## src/rtl/noc_pkg.sv

```systemverilog
`default_nettype none
// ----------------------------------------------------------------------------
// noc_pkg : flit type codes and arbiter FSM encoding shared by the mesh node.
// Revision: 1.0
// ----------------------------------------------------------------------------
package noc_pkg;

  localparam int FLIT_ID_RANGE = 2;

  localparam logic [FLIT_ID_RANGE-1:0] FLIT_BODY   = 2'b00;
  localparam logic [FLIT_ID_RANGE-1:0] FLIT_TAIL   = 2'b01;
  localparam logic [FLIT_ID_RANGE-1:0] FLIT_HEAD   = 2'b10;
  localparam logic [FLIT_ID_RANGE-1:0] FLIT_SINGLE = 2'b11;

  typedef enum logic [0:0] {
    ST_IDLE   = 1'b0,
    ST_LOCKED = 1'b1
  } arb_state_e;

  function automatic logic is_head(input logic [FLIT_ID_RANGE-1:0] fid);
    return (fid == FLIT_HEAD) || (fid == FLIT_SINGLE);
  endfunction

  function automatic logic is_tail(input logic [FLIT_ID_RANGE-1:0] fid);
    return (fid == FLIT_TAIL) || (fid == FLIT_SINGLE);
  endfunction

endpackage
`default_nettype wire

```

## src/rtl/rr_arbiter.sv

```systemverilog
`default_nettype none
// ----------------------------------------------------------------------------
// rr_arbiter : rotating-priority search starting at ptr_i, wrapping modulo N.
// Revision: 1.0
// ----------------------------------------------------------------------------
module rr_arbiter #(
  parameter int N     = 5,
  parameter int IDX_W = (N > 1) ? $clog2(N) : 1
) (
  input  logic [N-1:0]     req_i,
  input  logic [IDX_W-1:0] ptr_i,
  output logic [IDX_W-1:0] gnt_idx_o,
  output logic             any_gnt_o
);

  // Walk from the farthest offset down so the closest request to ptr_i wins.
  always_comb begin
    gnt_idx_o = '0;
    any_gnt_o = 1'b0;
    for (int k = N - 1; k >= 0; k--) begin
      if (req_i[(int'(ptr_i) + k) % N]) begin
        gnt_idx_o = IDX_W'((int'(ptr_i) + k) % N);
        any_gnt_o = 1'b1;
      end
    end
  end

endmodule
`default_nettype wire

```

## src/rtl/wormhole_out_arbiter.sv

```systemverilog
`default_nettype none
// ----------------------------------------------------------------------------
// wormhole_out_arbiter : per-output round-robin arbiter holding a lock per worm.
// Revision: 1.0
// ----------------------------------------------------------------------------
module wormhole_out_arbiter
  import noc_pkg::*;
#(
  parameter int IN_N        = 5,
  parameter int OUT_M       = 5,
  parameter int OUT_CHAN_ID = 0,
  parameter int FLIT_ID_W   = 2,
  parameter int PKT_CNT_W   = 8
) (
  input  logic                           clk_i,
  input  logic                           rst_i,
  input  logic [IN_N*$clog2(OUT_M)-1:0]  rtr_res_i,
  input  logic [IN_N-1:0]                rtr_res_vld_i,
  input  logic [IN_N*FLIT_ID_W-1:0]      flit_id_i,
  input  logic [IN_N-1:0]                data_vld_i,
  input  logic                           forward_node_rdy_i,
  output logic [$clog2(IN_N)-1:0]        sel_o,
  output logic                           out_vld_o,
  output logic [IN_N-1:0]                chan_alloc_o,
  output logic                           busy_o,
  output logic [PKT_CNT_W-1:0]           pkt_cnt_o
);

  localparam int SEL_W = $clog2(IN_N);
  localparam int RTR_W = $clog2(OUT_M);

  arb_state_e             state_q;
  logic [SEL_W-1:0]       owner_q;
  logic [SEL_W-1:0]       rr_ptr_q;
  logic [SEL_W-1:0]       rr_ptr_d;
  logic [IN_N-1:0]        chan_alloc_q;
  logic                   busy_q;
  logic [PKT_CNT_W-1:0]   pkt_cnt_q;
  logic [PKT_CNT_W-1:0]   pkt_cnt_d;

  logic [IN_N-1:0]          req_w;
  logic [SEL_W-1:0]         gnt_idx_w;
  logic                     any_gnt_w;
  logic [FLIT_ID_RANGE-1:0] own_fid_w;
  logic                     xfer_w;

  // Only worm openers aimed at this output may compete for it.
  for (genvar i = 0; i < IN_N; i++) begin : g_req
    logic [FLIT_ID_RANGE-1:0] fid;
    assign fid      = flit_id_i[i*FLIT_ID_W +: FLIT_ID_RANGE];
    assign req_w[i] = data_vld_i[i] & rtr_res_vld_i[i]
                    & (rtr_res_i[i*RTR_W +: RTR_W] == RTR_W'(OUT_CHAN_ID))
                    & is_head(fid);
  end

  rr_arbiter #(
    .N     (IN_N),
    .IDX_W (SEL_W)
  ) u_rr_arbiter (
    .req_i     (req_w),
    .ptr_i     (rr_ptr_q),
    .gnt_idx_o (gnt_idx_w),
    .any_gnt_o (any_gnt_w)
  );

  assign rr_ptr_d  = (gnt_idx_w == SEL_W'(IN_N - 1)) ? '0 : gnt_idx_w + 1'b1;
  assign pkt_cnt_d = pkt_cnt_q + 1'b1;
  assign own_fid_w = flit_id_i[owner_q*FLIT_ID_W +: FLIT_ID_RANGE];
  assign xfer_w    = (state_q == ST_LOCKED) & data_vld_i[owner_q] & forward_node_rdy_i;

  always_ff @(posedge clk_i or posedge rst_i) begin
    if (rst_i) begin
      state_q      <= ST_IDLE;
      owner_q      <= '0;
      rr_ptr_q     <= '0;
      chan_alloc_q <= '0;
      busy_q       <= 1'b0;
      pkt_cnt_q    <= '0;
    end else begin
      case (state_q)
        ST_IDLE: begin
          if (any_gnt_w) begin
            state_q      <= ST_LOCKED;
            owner_q      <= gnt_idx_w;
            chan_alloc_q <= IN_N'(1) << gnt_idx_w;
            busy_q       <= 1'b1;
            rr_ptr_q     <= rr_ptr_d;
          end
        end
        ST_LOCKED: begin
          // A HEAD seen mid-worm is just payload; only a tail closes the lock.
          if (xfer_w && is_tail(own_fid_w)) begin
            state_q      <= ST_IDLE;
            chan_alloc_q <= '0;
            busy_q       <= 1'b0;
            pkt_cnt_q    <= pkt_cnt_d;
          end
        end
        default: state_q <= ST_IDLE;
      endcase
    end
  end

  assign sel_o        = owner_q;
  assign out_vld_o    = xfer_w;
  assign chan_alloc_o = chan_alloc_q;
  assign busy_o       = busy_q;
  assign pkt_cnt_o    = pkt_cnt_q;

endmodule
`default_nettype wire

```

## config.mk

```make
export PLATFORM = sky130hd
export DESIGN_NAME = wormhole_out_arbiter
export DESIGN_NICKNAME = d
export VERILOG_FILES = /design/src/rtl/noc_pkg.sv /design/src/rtl/rr_arbiter.sv /design/src/rtl/wormhole_out_arbiter.sv
export SDC_FILE = /design/constraint.sdc
export NUM_CORES = 1
export LEC_CHECK = 0
export ABC_AREA = 1
export BUFFER_PORTS_ARGS = -buffer_cell sky130_fd_sc_hd__buf_2
export CAP_MARGIN = 20
export CORE_MARGIN = 8
export CORE_UTILIZATION = 40
export DETAILED_ROUTE_END_ITERATION = 8
export GPL_ROUTABILITY_DRIVEN = 0
export RECOVER_POWER = 50
export SLEW_MARGIN = 0
export SYNTH_ARGS = -nofsm -noshare
export SYNTH_HDL_FRONTEND = slang
export SYNTH_SLANG_ARGS = --single-unit
```

## constraint.sdc

```tcl
create_clock -name clk_i -period 5.6 [get_ports clk_i]
set_clock_uncertainty 0.15 [all_clocks]
set_input_delay 0.28 -clock clk_i [delete_from_list [all_inputs] [get_ports clk_i]]
set_output_delay 0.28 -clock clk_i [all_outputs]
set_load 0.01 [all_outputs]
```

==> metrics.md <==
| Metric | Value |
|---|---|
| Outcome | `completed` |
| Layout cells sized above 1 | `21.6%` |
| Initial Util | `41.0%` |
| Register area share after synthesis | `20.4%` |
| Worst setup EP type | `flop` |
| First-pass GRT wire length | `10.4 mm` |
| Yosys cell types | `39` |
| Nets@finish | `509` |
| Worst path arrival time | `4.71 ns` |
| CP bufs+invs | `6` |
| CTS Hold Buffers Added | `0` |
| Worst Tran Pin Value | `0.779 ns` |
| Pre-antenna DRT Iters | `4` |
| Hold Path Class | `in -> async` |
| CP max stage cell | `clkinv_1` |
| Post-synthesis cell count | `390` |
| F_max | `214 MHz` |
| Worst R2R Setup Slack | `0.94 ns` |
| H-tree Lvls | `1` |
| Post-synth EDFFs | `0` |
| Final setup TNS | `0 ns` |
| Worst-Skew Late Latency | `0.26 ns` |
| FP Rows | `29` |
| DR DRC count | `0` |
| Min Tclk post-route | `4.66 ns` |
| Synthesized area | `2570 sq um` |
| CP top delay family | `simple AND/OR/NAND/NOR gates` |
| Wire length on met3 | `138 um` |
| Leading area contributor after synthesis | `dfrtp_1` |
| Drt wl/cell | `12.1 um` |
| Inserted Clock Buffers | `3` |
| Die span in x | `96.2 um` |
| Area grow syn2layout | `14.0%` |
| Synthesized flop and latch total | `21` |
| Antenna diodes | `0` |
| Fin. Hold Viols | `0` |
| Kind of critical path | `reg -> reg` |
| CTS Buffer Depth | `2` |
| Reg2Reg Depth | `31` |
| M1 WL | `3.01 mm` |
| CTS tree | `done` |
| Worst R2R Start | `rr_ptr_q[0]` |
| I/O Buffers | `55` |
| Most frequent CP cell | `nand2_1` |
| Avg Cell Area, Syn | `6.60 sq um` |
| WL met2 | `3.07 mm` |
| Period utilization | `83.3%` |
| Via Count | `2567` |
| Resized Gates After CTS | `0` |
| YS warnings | `0` |
| RR Endpoint | `rr_ptr_q[2]` |
| Largest cells by area after synthesis | `dfrtp_1, nand2_1, ha_1, nand3_1, inv_1` |
| FFs w/ async S/R, synth | `100%` |
| Vias in the first global route | `2402` |
| Core area | `6280 sq um` |
| # clock sinks | `21` |
| CP peak stage delay | `0.36 ns` |
| Synth Net Count | `454` |
| Largest net degree at the start of global routing | `22` |
| Critical Path Start Type | `flop` |
| Top layer in use | `met4` |
| Fin. max-slew vios | `0` |
| Detailed Route Iter0 Violations | `102` |
| CP max FO | `19` |
| Clk root buf | `clkbuf_8` |
| Number of vias per cell | `4.93` |
| Cell with the most instances after synthesis | `nand2_1` |
| Most frequent cells after synthesis | `nand2_1, nand3_1, inv_1, ha_1, dfrtp_1` |
| Rel. slew slack | `48.0%` |
| Worst Path Required | `5.65 ns` |
| RSZ-0062 raised after global routing | `false` |
| Antenna violations before repair | `0` |
| Number of routed nets with antenna violations | `0` |
| DIE AREA | `9260 sq um` |
| Main synth FF type | `dfrtp_1` |
| Synth top area share | `20.4%` |
| Reg clk slew, reported paths | `0.08 ns` |
| Die height | `96.2 um` |
| Max-cap violation count | `0` |
| HPWL Detailed | `5.22 mm` |
| Post-CTS Setup Bufs | `0` |
| Top Ports | `56` |
| Final setup vio count | `0` |
| Total Wirelength | `6.30 mm` |
| Total track usage | `13.6%` |
| Total congestion overflow | `0` |
stage by stage:
stage | util, % | hold WS [ns] | std cells | setup WS (ns) | instance area [sq um]
floorplan | - | 0.107 | 390 | 1.45 | 2570
global route | 46.8 | 0.101 | 521 | 0.339 | 2940
global placement | 46.2 | 0.305 | 517 | 1.12 | 2900
CTS | 46.9 | 0.0454 | 521 | 0.924 | 2950
detailed placement | 46.2 | 0.314 | 517 | 0.962 | 2900
finish | 46.8 | 0.00323 | 521 | 0.937 | 2940
metal layers:
metal  track usage (%)  vias to the layer above
li1                  -                     1367
met1              17.3                     1147
met3              1.09                        9
met2              23.7                       44
met5                 0                        -
met4              3.97                        0
registers in the layout, summed over array words and instances, names as in the netlist:
| register | count |
|---|---|
| rr_ptr_q | 3 |
| pkt_cnt_o | 8 |
| state_q | 1 |
| chan_alloc_o | 5 |
| busy_o | 1 |
| sel_o | 3 |
placed cells by master (no fill, tap or decap), types with 10 or more instances in the layout:
cell type,netlist,final
nor2_1,15,15
nand2_2,17,17
dfrtp_1,21,21
o21ai_0,13,13
inv_1,46,46
a21oi_1,10,10
nand3_1,53,53
ha_1,26,26
buf_2,0,46
nand2_1,118,118
how the worst max path moves through the flow:
stage | slack [ns] | depth (start not counted) | end | from
3_5_place_dp | 0.96 | 31 | rr_ptr_q[2] | rr_ptr_q[0]
4_1_cts | 0.92 | 31 | rr_ptr_q[2] | rr_ptr_q[0]
2_1_floorplan | 1.45 | 30 | rr_ptr_q[2] | rr_ptr_q[0]
6_report | 0.94 | 31 | rr_ptr_q[2] | rr_ptr_q[0]
5_1_grt | 0.34 | 31 | rr_ptr_q[2] | rr_ptr_q[0]
3_3_place_gp | 1.12 | 31 | rr_ptr_q[2] | rr_ptr_q[0]
cell families (layout without fill, tap and decap cells):
kind of cell	after synthesis	in the layout	share of synthesized area (%)
muxes	1	1	0.437
DFF	21	21	20.4
adders and majority gates	26	26	12.6
AOI/OAI and AO/OA	37	37	8.85
xor gates and xnor gates	12	12	4.67
and+or+nand+nor	233	233	43.1
buffers and inverters	60	114	9.92
area by class of cell:
type | count | area, sq um
fill | 640 | 3340
multi-input combinational | 309 | 1790
sequential | 21 | 526
timing repair buffer | 56 | 272
inverter | 54 | 203
tap | 77 | 96.3
clock buffer | 3 | 41.3
clock inverter | 1 | 5.00
Power is not shown: default switching activity piles up to over one toggle a cycle in this logic, so the estimate is an artifact.
